`src/rtl/signed_add_accumulate.sv`:
```
// Registered signed add/subtract/accumulate stage with a valid/ready stream
// on both sides. Each accepted beat produces one result: the exact sum is
// formed two bits wider than the output. It is then reduced to OUT_WIDTH by
// clamping (SATURATE=1) or by two's-complement wrap (SATURATE=0). out_ovf
// flags every result whose reduced value differs from the exact sum.
//
// Handshake (both sides): a beat moves on a rising clk edge when valid and
// ready are both high. The producer holds valid and its payload until that
// edge. in_ready never depends on in_valid. out_valid/out_data/out_ovf stay
// stable while out_ready is low.
module signed_add_accumulate #(
  parameter int IN_WIDTH  = 3,
  parameter int OUT_WIDTH = 5,
  parameter bit SATURATE  = 1'b1
) (
  input  logic                 clk,
  input  logic                 rst_n,
  input  logic                 in_valid,
  output logic                 in_ready,
  input  logic [IN_WIDTH-1:0]  in_a,
  input  logic [IN_WIDTH-1:0]  in_b,
  input  logic [1:0]           in_op,
  output logic                 out_valid,
  input  logic                 out_ready,
  output logic [OUT_WIDTH-1:0] out_data,
  output logic                 out_ovf
);

  // The result must be able to hold a full a+b or a-b without loss.
  generate
    if (OUT_WIDTH < IN_WIDTH + 1) begin : g_width_check
      $error("signed_add_accumulate: OUT_WIDTH must be >= IN_WIDTH+1");
    end
  endgenerate

  // Two guard bits cover acc + a + b without loss.
  localparam int SW   = OUT_WIDTH + 2;
  localparam int MAXI = (2 ** (OUT_WIDTH - 1)) - 1;
  localparam logic signed [SW-1:0] MAX_V = SW'(MAXI);
  localparam logic signed [SW-1:0] MIN_V = SW'(-MAXI - 1);

  localparam logic [1:0] OP_ADD = 2'b00;
  localparam logic [1:0] OP_SUB = 2'b01;
  localparam logic [1:0] OP_ACC = 2'b10;
  localparam logic [1:0] OP_CLR = 2'b11;

  logic                 out_valid_q, out_valid_d;
  logic [OUT_WIDTH-1:0] out_data_q, out_data_d;
  logic                 out_ovf_q, out_ovf_d;
  logic [OUT_WIDTH-1:0] acc_q, acc_d;

  logic                 xfer;
  logic signed [SW-1:0] a_ext, b_ext, acc_ext;
  logic signed [SW-1:0] exact;
  logic [OUT_WIDTH-1:0] reduced;
  logic                 ovf;

  assign in_ready = !out_valid_q || out_ready;
  assign xfer     = in_valid && in_ready;

  assign a_ext   = {{(SW - IN_WIDTH){in_a[IN_WIDTH-1]}}, in_a};
  assign b_ext   = {{(SW - IN_WIDTH){in_b[IN_WIDTH-1]}}, in_b};
  assign acc_ext = {{2{acc_q[OUT_WIDTH-1]}}, acc_q};

  // Exact wide sum for the requested operation.
  always_comb begin
    exact = a_ext + b_ext;
    case (in_op)
      OP_ADD:  exact = a_ext + b_ext;
      OP_SUB:  exact = a_ext - b_ext;
      OP_ACC:  exact = acc_ext + a_ext + b_ext;
      OP_CLR:  exact = a_ext + b_ext;
      default: exact = a_ext + b_ext;
    endcase
  end

  // Reduce the exact sum to OUT_WIDTH and flag any loss of value.
  always_comb begin
    reduced = exact[OUT_WIDTH-1:0];
    ovf     = 1'b0;
    if (SATURATE) begin
      if (exact > MAX_V) begin
        reduced = MAX_V[OUT_WIDTH-1:0];
        ovf     = 1'b1;
      end else if (exact < MIN_V) begin
        reduced = MIN_V[OUT_WIDTH-1:0];
        ovf     = 1'b1;
      end
    end else begin
      ovf = ({{2{reduced[OUT_WIDTH-1]}}, reduced} != exact);
    end
  end

  // Next-state: load on a transfer, drop valid on a bare output handshake.
  always_comb begin
    out_valid_d = out_valid_q;
    out_data_d  = out_data_q;
    out_ovf_d   = out_ovf_q;
    acc_d       = acc_q;
    if (xfer) begin
      out_valid_d = 1'b1;
      out_data_d  = reduced;
      out_ovf_d   = ovf;
      if (in_op == OP_ACC || in_op == OP_CLR) begin
        acc_d = reduced;
      end
    end else if (out_ready) begin
      out_valid_d = 1'b0;
    end
  end

  // State registers; reset clears the held result and the accumulator.
  always_ff @(posedge clk or negedge rst_n) begin
    if (!rst_n) begin
      out_valid_q <= 1'b0;
      out_data_q  <= '0;
      out_ovf_q   <= 1'b0;
      acc_q       <= '0;
    end else begin
      out_valid_q <= out_valid_d;
      out_data_q  <= out_data_d;
      out_ovf_q   <= out_ovf_d;
      acc_q       <= acc_d;
    end
  end

  assign out_valid = out_valid_q;
  assign out_data  = out_data_q;
  assign out_ovf   = out_ovf_q;

endmodule

```
`config.mk`:
```
export PLATFORM = sky130hd
export DESIGN_NAME = signed_add_accumulate
export DESIGN_NICKNAME = d
export VERILOG_FILES = /design/src/rtl/signed_add_accumulate.sv
export SDC_FILE = /design/constraint.sdc
export NUM_CORES = 1
export LEC_CHECK = 0
export CORE_MARGIN = 5
export CORE_UTILIZATION = 48
export DETAILED_ROUTE_END_ITERATION = 10
export GPL_TIMING_DRIVEN = 0
export HOLD_SLACK_MARGIN = 0.15
export PLACE_DENSITY = 0.76
export SLEW_MARGIN = 20
export SYNTH_ARGS = -nofsm -noshare
export SYNTH_HDL_FRONTEND = slang
export SYNTH_SLANG_ARGS = --single-unit
export TNS_END_PERCENT = 50
```
`constraint.sdc`:
```
create_clock -name clk -period 2.7 [get_ports clk]
set_input_delay 0.675 -clock clk [delete_from_list [all_inputs] [get_ports clk]]
set_output_delay 0.675 -clock clk [all_outputs]
set_load 0.01 [all_outputs]
```
Word-level counts from Yosys, hierarchy flattened
Index checks and enable logic that the tools add are counted.
{"block": "word_totals", "latch_bits": 0, "regBits": 12, "mem_bits_ro": 0, "mem_bits_rw": 0, "mem_count": 0, "wordCells": 28}
{"block": "op_classes", "reduce_logical": 8, "n_mul": 0, "n_bitwise": 0, "addsub": 4, "n_shift": 0, "div_mod_pow": 0, "order_cmp": 2, "n_eq_ne": 3, "muxes": 7}
{"op": "one-hot mux 7 bit (3 select lines)", "n": 1}
{"op": "2-to-1 mux 5 bit", "n": 2}
{"op": "adder 6 x 3 -> 7 bit", "n": 1}
{"op": "> comparator 7 x 5 -> 1 bit, second input constant", "n": 1}
{"op": "less-than comparator 7 x 5 -> 1 bit, second input constant", "n": 1}
{"op": "adder 5 x 3 -> 6 bit", "n": 1}
{"op": "adder 3 x 3 -> 4 bit", "n": 1}
{"op": "equality test 2 bit, second input constant", "n": 2}
{"op": "2-to-1 mux 1 bit", "n": 4}
{"op": "subtractor 3 x 3 -> 4 bit", "n": 1}
{"op": "equality test 2 x 1 -> 1 bit, second input constant", "n": 1}
{"op": "logical NOT 2 bit", "n": 1}
{"op": "logical OR 1 bit", "n": 2}
{"op": "AND reduction 2 bit", "n": 1}
{"op": "nonzero test 2 bit", "n": 1}
{"op": "OR reduction 2 bit", "n": 1}
{"op": "logical AND 1 bit", "n": 1}
{"op": "logical NOT 1 bit", "n": 1}

Logic depth before layout (Yosys ltp)
Gate-level depths: netlist of the first run.
{"block": "logic_depth", "word_depth": 6, "mapped_depth": 12, "depth_no_buf": 12}

Worst setup path after synthesis of the first run
OpenSTA, ideal clock, no wires.
{"block": "synth_timing", "kind": "input -> register", "from": "input in_b[1]", "to": "register acc_q[0]", "t_arrival_ns": 3.079, "slack_ns": -0.446, "cell_stages": 12, "n_path_buf": 0, "setup_ns": 0.067, "cell_sequence": "inv_1 > fa_1 > inv_1 > ha_1 > inv_1 > fa_1 > nand2b_1 > a21oi_1 > xor2_1 > o21ai_1 > nor3_4 > a221o_1"}
{"block": "synth_between", "elab_chain_cells": 5, "elab_cells_between_ends": 8, "cone_classes": "add/sub (3); order compare (2); mux (3)"}
{"item": "start, declared", "line_no": "21", "text": "input logic [IN_WIDTH-1:0] in_b,"}
{"item": "adder 6 x 3 -> 7 bit, or another cell as far along", "line_no": "71", "text": "OP_ACC: exact = acc_ext + a_ext + b_ext;"}
{"item": "one-hot mux 7 bit (3 select lines) (*)", "line_no": "68", "text": "case (in_op)"}
{"item": "less-than comparator 7 x 5 -> 1 bit", "line_no": "85", "text": "end else if (exact < MIN_V) begin"}
{"item": "2-to-1 mux 5 bit", "line_no": "85"}
{"item": "2-to-1 mux 5 bit (*)", "line_no": "82", "text": "if (exact > MAX_V) begin"}
{"item": "end signal, assigned", "line_no": "118", "text": "acc_q <= '0;"}
{"item": "end signal, assigned", "line_no": "123", "text": "acc_q <= acc_d;"}
{"item": "end, declared", "line_no": "50", "text": "logic [OUT_WIDTH-1:0] acc_q, acc_d;"}
Mark *: on every way between the ends. The rest lies on a longest branch, timed or not.
A chain may end at the register's enable or synchronous reset.

Worst setup path after layout of the first run
{"block": "layout_timing", "from": "input in_b[1]", "to": "register acc_q[2]"}
The elaborated chain is that of the path after synthesis.

==> metrics.md, run 1 <==
| Metric | Value |
|---|---|
| Status | finished with violations |
| Violated checks | setup timing |
| Synth Register Bits | 12 |
| Layout area overhead | 36.7% |
| Power, Total | 1.53 mW |
| Sequential power share | 19.6% |
| Drt total wl | 2770 µm |
| Dpl hpwl | 2240 µm |
| CP arrival | 2.97 ns |
| Post-route setup slack | -0.115 ns |
| Final setup fails | 10 |
| Net Sw Power | 653 µW |
| Hold slack | 0.493 ns |
| Synth unique cells | 37 |
| Power Density | 934 nW/µm² |
| Dpl cells | between 150 and 200 |
| Hold/Removal Path Class | reg2reg |
| Async S/R FF share, synth | 100% |
| Most common cell after layout, fill and taps aside | inv_1 |
| Vias | 1,008 |
| Vias per cell | 5.54 |
| RSZ-0062 raised after global routing | true |
| Core ar. | 2430 µm² |
| Combinational fraction of design power | 71.3% |
| CP Class | in2reg |
| Worst setup EP type | flop |
| Clk network pwr share | a little under a tenth |
| Crit path max fanout | 4 |
| Leak | 0.726 nW |
| Mapped Nets | 157 |
| I/O Buffers | 19 |
| Critical Path Source Type | input pin |
| Reg-to-reg critical path startpoint | acc_q[1]$_DFFE_PN0P_ |
| Seq/Total Area, Yosys | 25.1% |
| Synth Area per Inst | 9.73 µm² |
| Worst setup path start | in_b[1] |
| CTS Sinks | 12 |
| WP data required | 2.85 ns |
| Slew margin rel. | 64.3% |
| Clock latency on the worst-skew pair | 0.27 ns |
| Hold-critical path depth | 1 |
| Most frequent cells in the layout | 14 x inv_1, 13 x clkdlybuf4s50_1, 12 x dfrtp_1 |
| Maximum clock rate | ~360 MHz |
| Length of the first detailed-routing pass in iterations | 4 |
| Switching power share of the total | 42.7% |
| R2R setup slack | -0.02 ns |
| Fin Clk Skew | 0.00252 ns |
| Fin crit period | between 2 and 3 ns |
| M3 GR Usage | 1.08% |
| IO Count | 20 |
| Max cap viols | 0 |
| Largest net degree at the start of global routing | 13 |
| Final Hold Viols | 0 |
| H-tree depth | 1 |
| Most used flip-flop cell after synthesis | dfrtp_1 |
| Initial Utilization | 49.2% |
| Reg2Reg Depth | 12 |
| Worst setup path endpoint | acc_q[2]$_DFFE_PN0P_ |
| Gpl congestion | 0.781 |
| CTS tree | yes |
| Iteration-0 DRC Markers | 23 |
| Met1 usage | 23.3% |
| Number of global-route vias before repair | 1,097 |
| Aggregate global-route resource usage | 17.8% |
| Initial antenna violation count | 0 |
| Global route overflow | 0 |
| Residual DRC | 0 |
| # rows | 18 |
| Final Max Slew Viols | 0 |
| Nets | 187 |
| Peak VDD IR | roughly 0.74 mV |
| Met2 Use GR | 31.9% |
| Worst slew pin tran | 0.534 ns |
| Die Ht | 59.9 µm |
| Share of layout cells above drive strength 1 | between 20% and 30% |
| Chip width | 59.9 µm |
| Worst r2r dst | acc_q[2]$_DFFE_PN0P_ |
| Clk root buf | clkbuf_4 |
| Post-Syn Instances | 123 |
| Internal Pwr Total | 875 µW |
| Clock transition at path regs | roughly 0.070 ns |
| Period utilisation layout | 104% |
| Full die area | 3590 µm² |
| Post-route ant nets | 0 |
| Antenna cells | 0 |
| Layer with the highest usage | met2 |
| Mapped Area | 1200 µm² |
| Final std cells w/o fill | 182 |
| Syn. warnings | 0 |
| Clock Path Buffers | 2 |
| Number of enable flip-flop cells after synthesis | 0 |
| Wire per inst | ~15 µm |
| First-pass GRT wire length | a little under 5000 µm |
| TritonCTS buffer count | 3 |
==> Yosys cell counts, types with 2 or more instances <==
library cell,n,area [µm²]
mux2_2,2,22.5
nor2_1,10,37.5
a21o_1,3,22.5
a21oi_1,3,15.0
nand2_1,3,11.3
inv_1,19,71.3
nor2b_1,4,25.0
dfrtp_1,12,300
a221o_1,8,80.1
o21ai_0,5,25.0
fa_1,8,160
nand2b_1,8,50.1
ha_1,14,175
==> layout make-up <==
type | instances | area (µm²)
Clock buffer | 4 | 36.3
Tap cell | 30 | 37.5
Inverter | 19 | 77.6
Multi-Input combinational cell | 91 | 936
Sequential cell | 12 | 300
Timing Repair Buffer | 25 | 245
Buffer | 1 | 3.75
Fill cell | 200 | 796
==> worst min path at each step <==
stage / startpoint / end / slack, ns
2_1_floorplan: rst_n / acc_q[0]$_DFFE_PN0P_ / 0.38
3_3_place_gp: out_ovf$_DFFE_PN0P_ / out_ovf$_DFFE_PN0P_ / 0.46
3_5_place_dp: out_ovf$_DFFE_PN0P_ / out_ovf$_DFFE_PN0P_ / 0.47
4_1_cts: out_ovf$_DFFE_PN0P_ / out_ovf$_DFFE_PN0P_ / 0.50
5_1_grt: out_ovf$_DFFE_PN0P_ / out_ovf$_DFFE_PN0P_ / 0.54
6_report: out_ovf$_DFFE_PN0P_ / out_ovf$_DFFE_PN0P_ / 0.49
==> worst max-delay path: stages <==
cell and delay [ns]:
buf_8 0.08, clkinvlp_4 0.07, fa_1 0.44, inv_2 0.08, ha_4 0.14, inv_2 0.03, fa_2 0.33, nand2b_4 0.16
a21oi_4 0.13, xor2_2 0.10, a211oi_2 0.28, nor2_2 0.09, a221o_1 0.35
==> registers in the layout, indices dropped and copies added (netlist names) <==
| register | flops |
|---|---|
| acc_q | 5 |
| out_ovf | 1 |
| out_data | 5 |
| out_valid | 1 |
==> timing repair <==
action | 4_1_cts | 5_1_grt
pin swaps | 16 | 2
gates resized for setup | 44 | 1
setup buffers | 6 | 0
endpoints found under the setup margin | 11 | 11
hold buffers | 0 | 0
==> per-layer routing <==
| layer | routed length (µm) | vias to the layer above |
|---|---|---|
| li1 | - | 489 |
| met1 | 1200 | 490 |
| met2 | 1450 | 24 |
| met3 | 99 | 5 |
| met4 | 25 | 0 |
| met5 | 0 | - |
==> cells by family after synthesis <==
group	Yosys count	synth area share (%)
adder cells (fa/ha/maj)	22	28.0
multiplexers	2	1.88
flip-flops	12	25.1
AO/OA/AOI/OAI	32	21.5
XOR/XNOR	2	1.46
buffers and inverters	20	6.27
AND/OR/NAND/NOR	33	15.8
==> power by group through the flow <==
| stage | registers (mW) | clock network [mW] | logic [mW] |
|---|---|---|---|
| after floorplan | 0.305 | 0 | 0.578 |
| after global placement | 0.296 | 0 | 0.791 |
| after detailed placement | 0.301 | 0 | 0.829 |
| after CTS | 0.299 | 0.141 | 1.08 |
| after global routing | 0.305 | 0.150 | 1.19 |
| final | 0.299 | 0.140 | 1.09 |
==> stage by stage <==
step / instance area, µm² / setup WS (ns) / util, % / TNS [ns]
finish: 1640 / -0.115 / 67.3 / -0.787
global route: 1640 / -0.253 / 67.3 / -2.06
CTS: 1630 / -0.139 / 67.1 / -0.881
detailed placement: 1450 / -1.08 / 59.6 / -11.19
global placement: 1450 / -1.04 / 59.6 / -10.87
floorplan: 1220 / -0.277 / - / -2.35
No activity file was read; power rests on OpenSTA's default activity.
==> inputs of run 2 (changes only) <==
- SETUP_SLACK_MARGIN: unset -> 0.4
==> run 2 against run 1 <==
Net effect:
- count of clock-buffer cells in the layout unchanged
- sequential power about the same
- the run still ends with setup timing left
- largest power group unchanged
- final area up 0.15%
- total power about the same
- hold slack about the same
- die area unchanged
- critical endpoint unchanged
- first-iteration DRC count down 35%
- fmax about the same
==> metrics.md, run 2 (synthesis results as in run 1) <==
| Metric | Value |
|---|---|
| H-tree depth | 1 (unchanged) |
| Core ar. | 2430 µm² (unchanged) |
| Most common cell after layout, fill and taps aside | inv_1 |
| WP data required | 2.85 ns (about the same) |
| Wire per inst | 15.3 µm (+0.14%) |
| CP arrival | 2.97 ns (about the same) |
| RSZ-0062 raised after global routing | true |
| Share of layout cells above drive strength 1 | 28.3% (+0.66 points) |
| Critical Path Source Type | input pin |
| Post-DP Area | 1450 µm² (unchanged) |
| TNS Setup | -0.786 ns (+0.000608 ns) |
| Post-route ant nets | 0 (unchanged) |
| Clock latency on the worst-skew pair | 0.27 ns (about the same) |
| Vias per cell | 5.58 (+0.69%) |
| Drt total wl | 2780 µm (+0.14%) |
| Slew margin rel. | 64.3% (+0.082 points) |
| Hold slack | 0.493 ns (+0.00000800 ns) |
| Design area | 1640 µm² (+0.15%) |
| Hold-critical path depth | 1 (unchanged) |
| Filler instances | 199 (-0.50%) |
| Clock Path Buffers | 2 (unchanged) |
| Fin crit period | 2.82 ns (-0.0000400 ns) |
| Fin Clk Skew | 0.00269 ns (+0.000165 ns) |
| Residual DRC | 0 (unchanged) |
| Initial antenna violation count | 0 (unchanged) |
| Global route overflow | 0 (unchanged) |
| Gpl congestion | 0.781 (unchanged) |
| CTS tree | yes |
| Length of the first detailed-routing pass in iterations | 5 (+1) |
| Initial Utilization | 49.2% (unchanged) |
| Violated checks | setup timing |
| Dpl hpwl | 2240 µm (unchanged) |
| Final setup fails | 10 (unchanged) |
| Full die area | 3590 µm² (unchanged) |
| Clk root buf | clkbuf_4 |
| IO Count | 20 (unchanged) |
| Maximum clock rate | 355 MHz (about the same) |
| Period utilisation layout | 104% (about the same) |
| Iteration-0 DRC Markers | 15 (-35%) |
| First-pass GRT wire length | 4890 µm (unchanged) |
| Clock transition at path regs | 0.07 ns (about the same) |
| Number of global-route vias before repair | 1,099 (+0.18%) |
| Worst slew pin tran | 0.532 ns (-0.00123 ns) |
| TritonCTS buffer count | 3 (unchanged) |
| Peak VDD IR | 0.737 mV (about the same) |
| Hold/Removal Path Class | reg2reg |
| Most frequent cells in the layout | 14 x inv_1, 12 x dfrtp_1, 12 x clkdlybuf4s50_1 |
| Worst setup path start | in_b[1] |
| Max cap viols | 0 (unchanged) |
| Reg2Reg Depth | 12 (unchanged) |
| I/O Buffers | 19 (unchanged) |
| R2R setup slack | -0.02 ns (about the same) |
| Vias | 1,015 (+0.69%) |
| Final Max Slew Viols | 0 (unchanged) |
| Die Ht | 59.9 µm (unchanged) |
| Leak | 0.727 nW (about the same) |
| Antenna cells | 0 (unchanged) |
| Reg-to-reg critical path startpoint | acc_q[1]$_DFFE_PN0P_ |
| CP Class | in2reg |
| Nets | 187 (unchanged) |
| # rows | 18 (unchanged) |
| Worst hold start | out_ovf$_DFFE_PN0P_ |
| Status | finished with violations |
| Largest net degree at the start of global routing | 13 (unchanged) |
| Aggregate global-route resource usage | 17.8% (unchanged) |
| Worst r2r dst | acc_q[2]$_DFFE_PN0P_ |
| Final Hold Viols | 0 (unchanged) |
| Worst setup EP type | flop |
| Post-route setup slack | -0.115 ns (+0.0000400 ns) |
| CTS Sinks | 12 (unchanged) |
| Hold Path Sink | out_ovf$_DFFE_PN0P_ |
| Layout area overhead | 36.9% |
| Power Density | 932 nW/µm² (-0.17%) |
| Chip width | 59.9 µm (unchanged) |
| Crit path max fanout | 4 (unchanged) |
## run 2: cell count changes in the layout (fill, tap and decap cells not counted), sizes merged
cell / before / now
clkdlybuf4s15: 0 / 1
clkdlybuf4s50: 13 / 12
## run 2: what timing repair did
| item | CTS | global route |
|---|---|---|
| cloned | 0 | 0 |
| gates resized for setup | 45 | 3 |
| hold buffers | 0 | 0 |
| pin swaps | 16 | 2 |
| buffers inserted | 6 | 0 |
| endpoints found under the setup margin | 12 | 12 |
## run 2: layout make-up
type | count | area [µm²] | share of cell area (%)
timing repair buffer | 25 | 245 | 15.0
buffer | 1 | 3.75 | 0.229
tap | 30 | 37.5 | 2.29
multi-input combinational | 91 | 938 | 57.3
inverter | 19 | 77.6 | 4.73
clock buffer | 4 | 36.3 | 2.21
sequential | 12 | 300 | 18.3
## run 2: layer usage
| metal | share of wire, % | vias to the layer above | track usage [%] |
|---|---|---|---|
| met5 | 0 | - | 0 |
| met4 | 0.90 | 0 | 3.80 |
| met3 | 3.2 | 5 | 1.08 |
| met2 | 52 | 25 | 31.9 |
| met1 | 44 | 495 | 23.3 |
| li1 | - | 490 | - |
## run 2: worst max-delay path, stage by stage
cell and delay [ns]:
buf_8 0.08, clkinvlp_4 0.07, fa_1 0.44, inv_2 0.08, ha_4 0.14, inv_2 0.03, fa_2 0.33, nand2b_4 0.16
a21oi_4 0.13, xor2_2 0.10, a211oi_2 0.28, nor2_2 0.09, a221o_1 0.35
## run 2: worst max-delay path by stage
stage,to,slack [ns]
after detailed placement,acc_q[2]$_DFFE_PN0P_,-1.08
final,acc_q[2]$_DFFE_PN0P_,-0.12
after CTS,acc_q[2]$_DFFE_PN0P_,-0.14
after floorplan,acc_q[3]$_DFFE_PN0P_,-0.28
after global placement,out_data[2]$_DFFE_PN0P_,-1.04
after global routing,acc_q[2]$_DFFE_PN0P_,-0.25
## run 2: per-stage QoR
step	power (mW)	cells	setup WS (ns)	util, %
global placement	1.09	172	-1.04	59.6
detailed placement	1.13	172	-1.08	59.6
CTS	1.52	182	-0.139	67.0
global route	1.65	182	-0.253	67.4
floorplan	0.883	123	-0.277	-
finish	1.53	182	-0.115	67.4
## run 2: power by group
| part | internal, mW | switching [mW] | leakage, nW |
|---|---|---|---|
| clock network | 0.0820 | 0.0577 | 0.0210 |
| registers | 0.250 | 0.0488 | 0.149 |
| logic | 0.542 | 0.546 | 0.557 |
